File: src/rtl/true_dual_port_ram.sv
`default_nettype none
// ============================================================================
// Module      : true_dual_port_ram
// Description : Parametrised true dual-port synchronous RAM on a single clock.
//               Two independent read/write ports (A, B). Reads are registered
//               with a one-cycle valid strobe. After reset, a hardware sweep
//               writes zero to every entry; port requests are ignored while
//               the sweep runs (busy=1).
//
//               Same-port read-during-write is selected by RD_MODE
//               (0 = read-first / old data, 1 = write-first / new data).
//               Cross-port accesses to one address in the same cycle:
//                 - both write : port A wins, port B write is dropped
//                 - write+read : the reader sees the old data
//
//               Optional feature macro: TDPRAM_COLLISION_DET_EN
//                 When defined, a registered 'collision' output pulses for
//                 one cycle after any RUN edge where both ports are enabled
//                 on the same address and at least one of them writes.
//
// Ports       : clk                 clock, rising edge
//               rst                 synchronous active-high reset
//               busy                high during reset / clear sweep
//               a_addr/a_din        port A address / write data
//               a_we/a_re           port A write / read enable
//               a_dout/a_valid      port A registered read data / valid
//               b_*                 as port A, for port B
//               collision           (macro build only) conflict pulse
//
// Revision    : 1.0 - initial release
// ============================================================================
module true_dual_port_ram #(
    parameter int WIDTH   = 8,
    parameter int ADDR_W  = 4,
    parameter int RD_MODE = 0
) (
    input  logic              clk,
    input  logic              rst,
    output logic              busy,
    input  logic [ADDR_W-1:0] a_addr,
    input  logic [WIDTH-1:0]  a_din,
    input  logic              a_we,
    input  logic              a_re,
    output logic [WIDTH-1:0]  a_dout,
    output logic              a_valid,
    input  logic [ADDR_W-1:0] b_addr,
    input  logic [WIDTH-1:0]  b_din,
    input  logic              b_we,
    input  logic              b_re,
    output logic [WIDTH-1:0]  b_dout,
    output logic              b_valid
`ifdef TDPRAM_COLLISION_DET_EN
    ,
    output logic              collision
`endif
);

    localparam int         c_DEPTH = 2 ** ADDR_W;
    localparam logic [0:0] c_CLEAR = 1'b0;
    localparam logic [0:0] c_RUN   = 1'b1;

    // ------------------------------------------------------------------
    // Storage and control state
    // ------------------------------------------------------------------
    logic [WIDTH-1:0]  r_mem [c_DEPTH];
    logic [0:0]        r_state;
    logic [ADDR_W-1:0] r_clr_cnt;
    logic              r_busy;
    logic [WIDTH-1:0]  r_a_dout;
    logic              r_a_valid;
    logic [WIDTH-1:0]  r_b_dout;
    logic              r_b_valid;

    logic              w_run;
    logic              w_clr_last;
    logic              w_clr_wr;
    logic              w_same_addr;
    logic              w_a_wr;
    logic              w_b_wr;
    logic              w_a_rd;
    logic              w_b_rd;
    logic [WIDTH-1:0]  w_a_rd_data;
    logic [WIDTH-1:0]  w_b_rd_data;

    // rst is folded into the enables so that no array write and no read
    // capture can happen on an edge where reset is asserted.
    assign w_run       = (r_state == c_RUN) && !rst;
    assign w_clr_wr    = (r_state == c_CLEAR) && !rst;
    assign w_clr_last  = (r_clr_cnt == {ADDR_W{1'b1}});
    assign w_same_addr = (a_addr == b_addr);

    // Port A has write priority; B's write to the same address is dropped.
    assign w_a_wr = w_run && a_we;
    assign w_b_wr = w_run && b_we && !(w_a_wr && w_same_addr);
    assign w_a_rd = w_run && a_re;
    assign w_b_rd = w_run && b_re;

    // ------------------------------------------------------------------
    // Read data selection. Only a port's own write can bypass the array;
    // the other port's write is never forwarded, which gives read-first
    // behaviour across ports in both modes.
    // ------------------------------------------------------------------
    generate
        if (RD_MODE == 1) begin : g_write_first
            assign w_a_rd_data = a_we ? a_din : r_mem[a_addr];
            assign w_b_rd_data = b_we ? b_din : r_mem[b_addr];
        end else begin : g_read_first
            assign w_a_rd_data = r_mem[a_addr];
            assign w_b_rd_data = r_mem[b_addr];
        end
    endgenerate

    // ------------------------------------------------------------------
    // Clear sweep / run state machine
    // ------------------------------------------------------------------
    always_ff @(posedge clk) begin
        if (rst) begin
            r_state   <= c_CLEAR;
            r_clr_cnt <= '0;
            r_busy    <= 1'b1;
        end else begin
            case (r_state)
                c_CLEAR: begin
                    r_clr_cnt <= r_clr_cnt + 1'b1;
                    // The edge that clears the last entry also opens the RAM.
                    if (w_clr_last) begin
                        r_state <= c_RUN;
                        r_busy  <= 1'b0;
                    end
                end
                c_RUN: begin
                    r_state <= c_RUN;
                end
                default: begin
                    r_state   <= c_CLEAR;
                    r_clr_cnt <= '0;
                    r_busy    <= 1'b1;
                end
            endcase
        end
    end

    // ------------------------------------------------------------------
    // Array writes. The array itself carries no reset; it is zeroed by the
    // sweep. Sweep and port writes are mutually exclusive by state.
    // ------------------------------------------------------------------
    always_ff @(posedge clk) begin
        if (w_clr_wr) begin
            r_mem[r_clr_cnt] <= '0;
        end
        if (w_a_wr) begin
            r_mem[a_addr] <= a_din;
        end
        if (w_b_wr) begin
            r_mem[b_addr] <= b_din;
        end
    end

    // ------------------------------------------------------------------
    // Registered read ports; dout holds its value when no read is issued.
    // ------------------------------------------------------------------
    always_ff @(posedge clk) begin
        if (rst) begin
            r_a_dout  <= '0;
            r_a_valid <= 1'b0;
            r_b_dout  <= '0;
            r_b_valid <= 1'b0;
        end else begin
            r_a_valid <= w_a_rd;
            r_b_valid <= w_b_rd;
            if (w_a_rd) begin
                r_a_dout <= w_a_rd_data;
            end
            if (w_b_rd) begin
                r_b_dout <= w_b_rd_data;
            end
        end
    end

    assign busy    = r_busy;
    assign a_dout  = r_a_dout;
    assign a_valid = r_a_valid;
    assign b_dout  = r_b_dout;
    assign b_valid = r_b_valid;

`ifdef TDPRAM_COLLISION_DET_EN
    // ------------------------------------------------------------------
    // Collision detect: both ports active on one address with a write.
    // ------------------------------------------------------------------
    logic r_collision;

    always_ff @(posedge clk) begin
        if (rst) begin
            r_collision <= 1'b0;
        end else begin
            r_collision <= w_run && (a_we || a_re) && (b_we || b_re) &&
                           w_same_addr && (a_we || b_we);
        end
    end

    assign collision = r_collision;
`endif

endmodule
`default_nettype wire
File: config.mk
export PLATFORM = sky130hd
export DESIGN_NAME = true_dual_port_ram
export DESIGN_NICKNAME = d
export VERILOG_FILES = /design/src/rtl/true_dual_port_ram.sv
export SDC_FILE = /design/constraint.sdc
export NUM_CORES = 1
export LEC_CHECK = 0
export CORE_ASPECT_RATIO = 0.75
export CORE_MARGIN = 1
export CORE_UTILIZATION = 30
export CTS_CLUSTER_SIZE = 25
export DETAILED_ROUTE_END_ITERATION = 10
export HOLD_SLACK_MARGIN = 0.15
export PLACE_DENSITY_LB_ADDON = 0.1
export SYNTH_ARGS = -nofsm -noshare
export SYNTH_HDL_FRONTEND = slang
export SYNTH_SLANG_ARGS = --single-unit
export TNS_END_PERCENT = 50
File: constraint.sdc
create_clock -name clk -period 5.7 [get_ports clk]
set_input_delay 0.855 -clock clk [delete_from_list [all_inputs] [get_ports clk]]
set_output_delay 0.855 -clock clk [all_outputs]
set_load 0.005 [all_outputs]
After elaboration in Yosys (flattened, before gate mapping)
Memory sizes are Yosys's and may differ from the RTL's. A register that Yosys moved wholly into a read port is not among the register bits. Cells that the tools add are included.

Register bits after elaboration: 8. Memory bits (writable): 128. Input bits: 30. Output and inout port bits: 19. Word-level logic and storage cells: 33. Memories: 1.

Memories: r_mem (depth 16, bits a word 8, read ports 2, clocked after Yosys merged registers in 2, wr ports 2, RTL line 65) `logic [WIDTH-1:0] r_mem [c_DEPTH];`.

Add/sub/neg operators: 1. Equality and inequality tests: 2. Mux-type cells: 11. Bitwise logic cells: 1. Reduce and logical (&&, ||, !) cells: 12.

Operator list (number): 1-bit logical AND (8); 1-bit 2-to-1 mux (8); 8-bit 2-to-1 mux (1); 8-bit OR reduction (1); 4-bit by 1-bit adder with 4-bit output, second input constant (1); 4-bit equality test (1); 4-bit equality test, second input constant (1); 4-bit 2-to-1 mux (1); 1-bit zero test (2); 1-bit one-hot mux with 2 select lines (1); 2-bit AND reduction (1); 1-bit inverter (1).

Logic depth before layout (Yosys ltp)
Word-level depth: 8. Mapped depth: 7. Depth with buffers taken out: 4.

Worst setup path after synthesis
OpenSTA, ideal clock, no wires.

Path type: in2reg. Start: in rst. End: mem r_mem[0][0] (enable). Library setup time: 0.384 ns. Data arrival time: 2.501 ns. Data required time: 5.316 ns. Setup slack: 2.815 ns. Stages on the path: 7. Path buffers: 3. Cell sequence: buf_2 -> and3b_1 -> clkbuf_1 -> buf_4 -> mux2i_1 -> nand2_1 -> o21ai_0.

RTL lines: start, declared (RTL line 38) `input logic rst,`; end, declared (RTL line 65).

==> results.txt <==
status: finished clean
Mean Syn Cell Area: 15.5 sq um
register bit count reported by yosys: 152
CP bufs+invs: 2
IO buf count: 48
CP Launch Type: input port
final worst path period need: 4190 ps
Top Layer Used: met4
unrepaired setup endpoints after global routing: false
max frequency: 0.238 GHz
CTS tree: built
Post-CTS Setup Bufs: 0
Setup crit end kind: register
Synth Flop Type: edfxtp_1
Post-synth EDFFs: 128
worst-path maximum fanout: 17
met3 WL: 1730 um
antenna-violating nets left: 0
Synth cell types: 44
Logic pwr share: 0.073
Final Wtd Congestion: 0.779
PwrDens: 258 nW/um^2
sequential element share of the synthesized area: 0.493
vias in the first global route: 5781
total CTS buffers: 17
crit path max-delay cell type: o211ai_2
DRT met1 WL: 13900 um
post-detail-place hpwl: 20000 um
Worst Clk Skew: 11.0 ps
Slew Limit Fails: 0
all-layer global routing usage: 0.203
crit-path cells: clkdlybuf4s50_1 -> xnor2_1 -> nand3_2 -> o211ai_2 -> o21ai_0 -> buf_4
critical setup path kind: in -> reg
H-tree depth: 4
critical path arrival: 4370 ps
P_sw: 0.597 mW
core area: 28400 sq um
initial antenna violation count: 0
worst skew pair latency: 430 ps
final net count: 644
power share of the clock group: 0.471
largest net degree at the start of global routing: 41
commonest non-fill, non-tap cells in the layout: mux2_2 (144), edfxtp_1 (128), mux4_2 (59)
Initial Utilization: 0.309
largest stage delay on the critical path: 930 ps
Fill cells: 2731
measured slew at the worst slew-check pin: 1140 ps
Hold-fix buffers, CTS: 0
Hold/Removal Path Class: reg -> reg
Worst EP required: 5870 ps
DR DRC count: 0
num ports: 49
clk buf depth: 2
Via-to-Cell Ratio: 5.59
area grow syn2layout: 17.5%
final count of negative-setup-slack endpoints: 0
slew margin rel.: 0.242
fin util: 0.363
Hold Vio Cnt, Final: 0
synthesized net count: 598
post-route cell area: 10300 sq um
global-route wire length before repair: 41800 um
Net Sw Frac: 0.225
total grt overflow: 0
Die Wd: 199 um
commonest non-fill, non-tap cell in the layout: mux2_2
clk sink count: 152
DR WL met2: 13100 um
ANT cells: 0
first drt pass iteration count: 5
clock slew at reported path FFs: 60 ps
num rows: 53
wire per inst: 28.8 um
Top delay family on crit path: compound AO/OA/AOI/OAI gates
Peak VDD IR: 0.173 mV
Seq pwr share: 0.456
synthesized cell area: 8770 sq um
MaxCap Viol Count: 0
yosys warns: 0
setup TNS: 0 ps
Initial DRC Count: 445
final WL: 29100 um
share of post-route cells with drive strength above 1: 0.447
chip height: 150 um
Power Total: 2.66 mW
clk root buf: clkbuf_16
Final Cycle Share: 0.736
Leak Pwr: 3.82 nW
vias: 5648
async set-reset flop share out of synthesis: 0
cells after synthesis: 567
Pint: 2.06 mW
full die area: 29900 sq um
post-CTS resize count: 0
placed inst area: 9660 sq um
path summary, 6_finish.rpt:
check / from / end / slack, ps / depth (start not counted)
setup / recovery: b_addr[3] / r_mem[2][7]$_DFFE_PP_ / 1510 / 6
hold / removal: busy$_SDFFE_PP1P_ / busy$_SDFFE_PP1P_ / 460 / 1
setup reg to reg: r_state$_SDFF_PP0_ / r_mem[4][7]$_DFFE_PP_ / 2590 / 5
hold reg to reg: busy$_SDFFE_PP1P_ / busy$_SDFFE_PP1P_ / 460 / 1
cell usage after synthesis, drive strengths merged, types with 9 or more instances:
cell / instances / area [sq um]
and2: 10 / 62.6
buf: 25 / 149
clkbuf: 21 / 78.8
dfxtp: 24 / 480
edfxtp: 128 / 3840
mux2: 144 / 1620
mux2i: 15 / 150
mux4: 59 / 1330
nand2: 11 / 41.3
nor2: 10 / 37.5
nor2b: 9 / 56.3
o21ai: 24 / 120
metrics by stage:
stage / setup WS (ps) / hold WS [ps] / std cells
after floorplan: 2810 / 451 / 567
after global placement: 683 / 456 / 975
after detailed placement: 1090 / 448 / 977
after CTS: 1510 / 463 / 1009
after global routing: 1270 / 471 / 1011
final: 1510 / 458 / 1011
cell families (layout without fill, tap and decap cells):
group / Yosys count / in the layout / synth area share
muxes: 218 / 218 / 0.354
DFF: 152 / 152 / 0.493
AOI/OAI and AO/OA: 80 / 80 / 0.0779
and+or+nand+nor: 60 / 60 / 0.0395
buffers and inverters: 49 / 108 / 0.0273
xor gates and xnor gates: 7 / 7 / 0.00699
adders and majority gates: 1 / 1 / 0.00143
state kept, by name (all words and copies together), names as in the netlist:
register,flops
a_dout,8
a_valid,1
b_dout,8
b_valid,1
busy,1
r_clr_cnt,4
r_mem,128
r_state,1
power by group through the flow:
stage	Combinational (mW)	Clock, mW	Sequential (mW)
5_1_grt	0.206	1.32	1.21
2_1_floorplan	0.124	0	1.23
6_report	0.194	1.25	1.21
3_3_place_gp	0.194	0	1.24
3_5_place_dp	0.195	0	1.24
4_1_cts	0.195	1.27	1.21
layout make-up:
class / instances / area (sq um) / share of cell area
clock buffer: 20 / 437 / 0.0424
timing repair buffer: 73 / 647 / 0.0628
multi-input combinational: 366 / 4200 / 0.408
tap: 385 / 482 / 0.0468
clock inverter: 12 / 199 / 0.0193
sequential: 152 / 4320 / 0.420
inverter: 3 / 11.3 / 0.00109
routing by layer:
metal	up-vias	global-route usage
met2	208	0.309
met1	2997	0.293
met3	30	0.0437
met4	0	0.0504
li1	2413	-
met5	-	0
(Power assumes the default switching activity.)
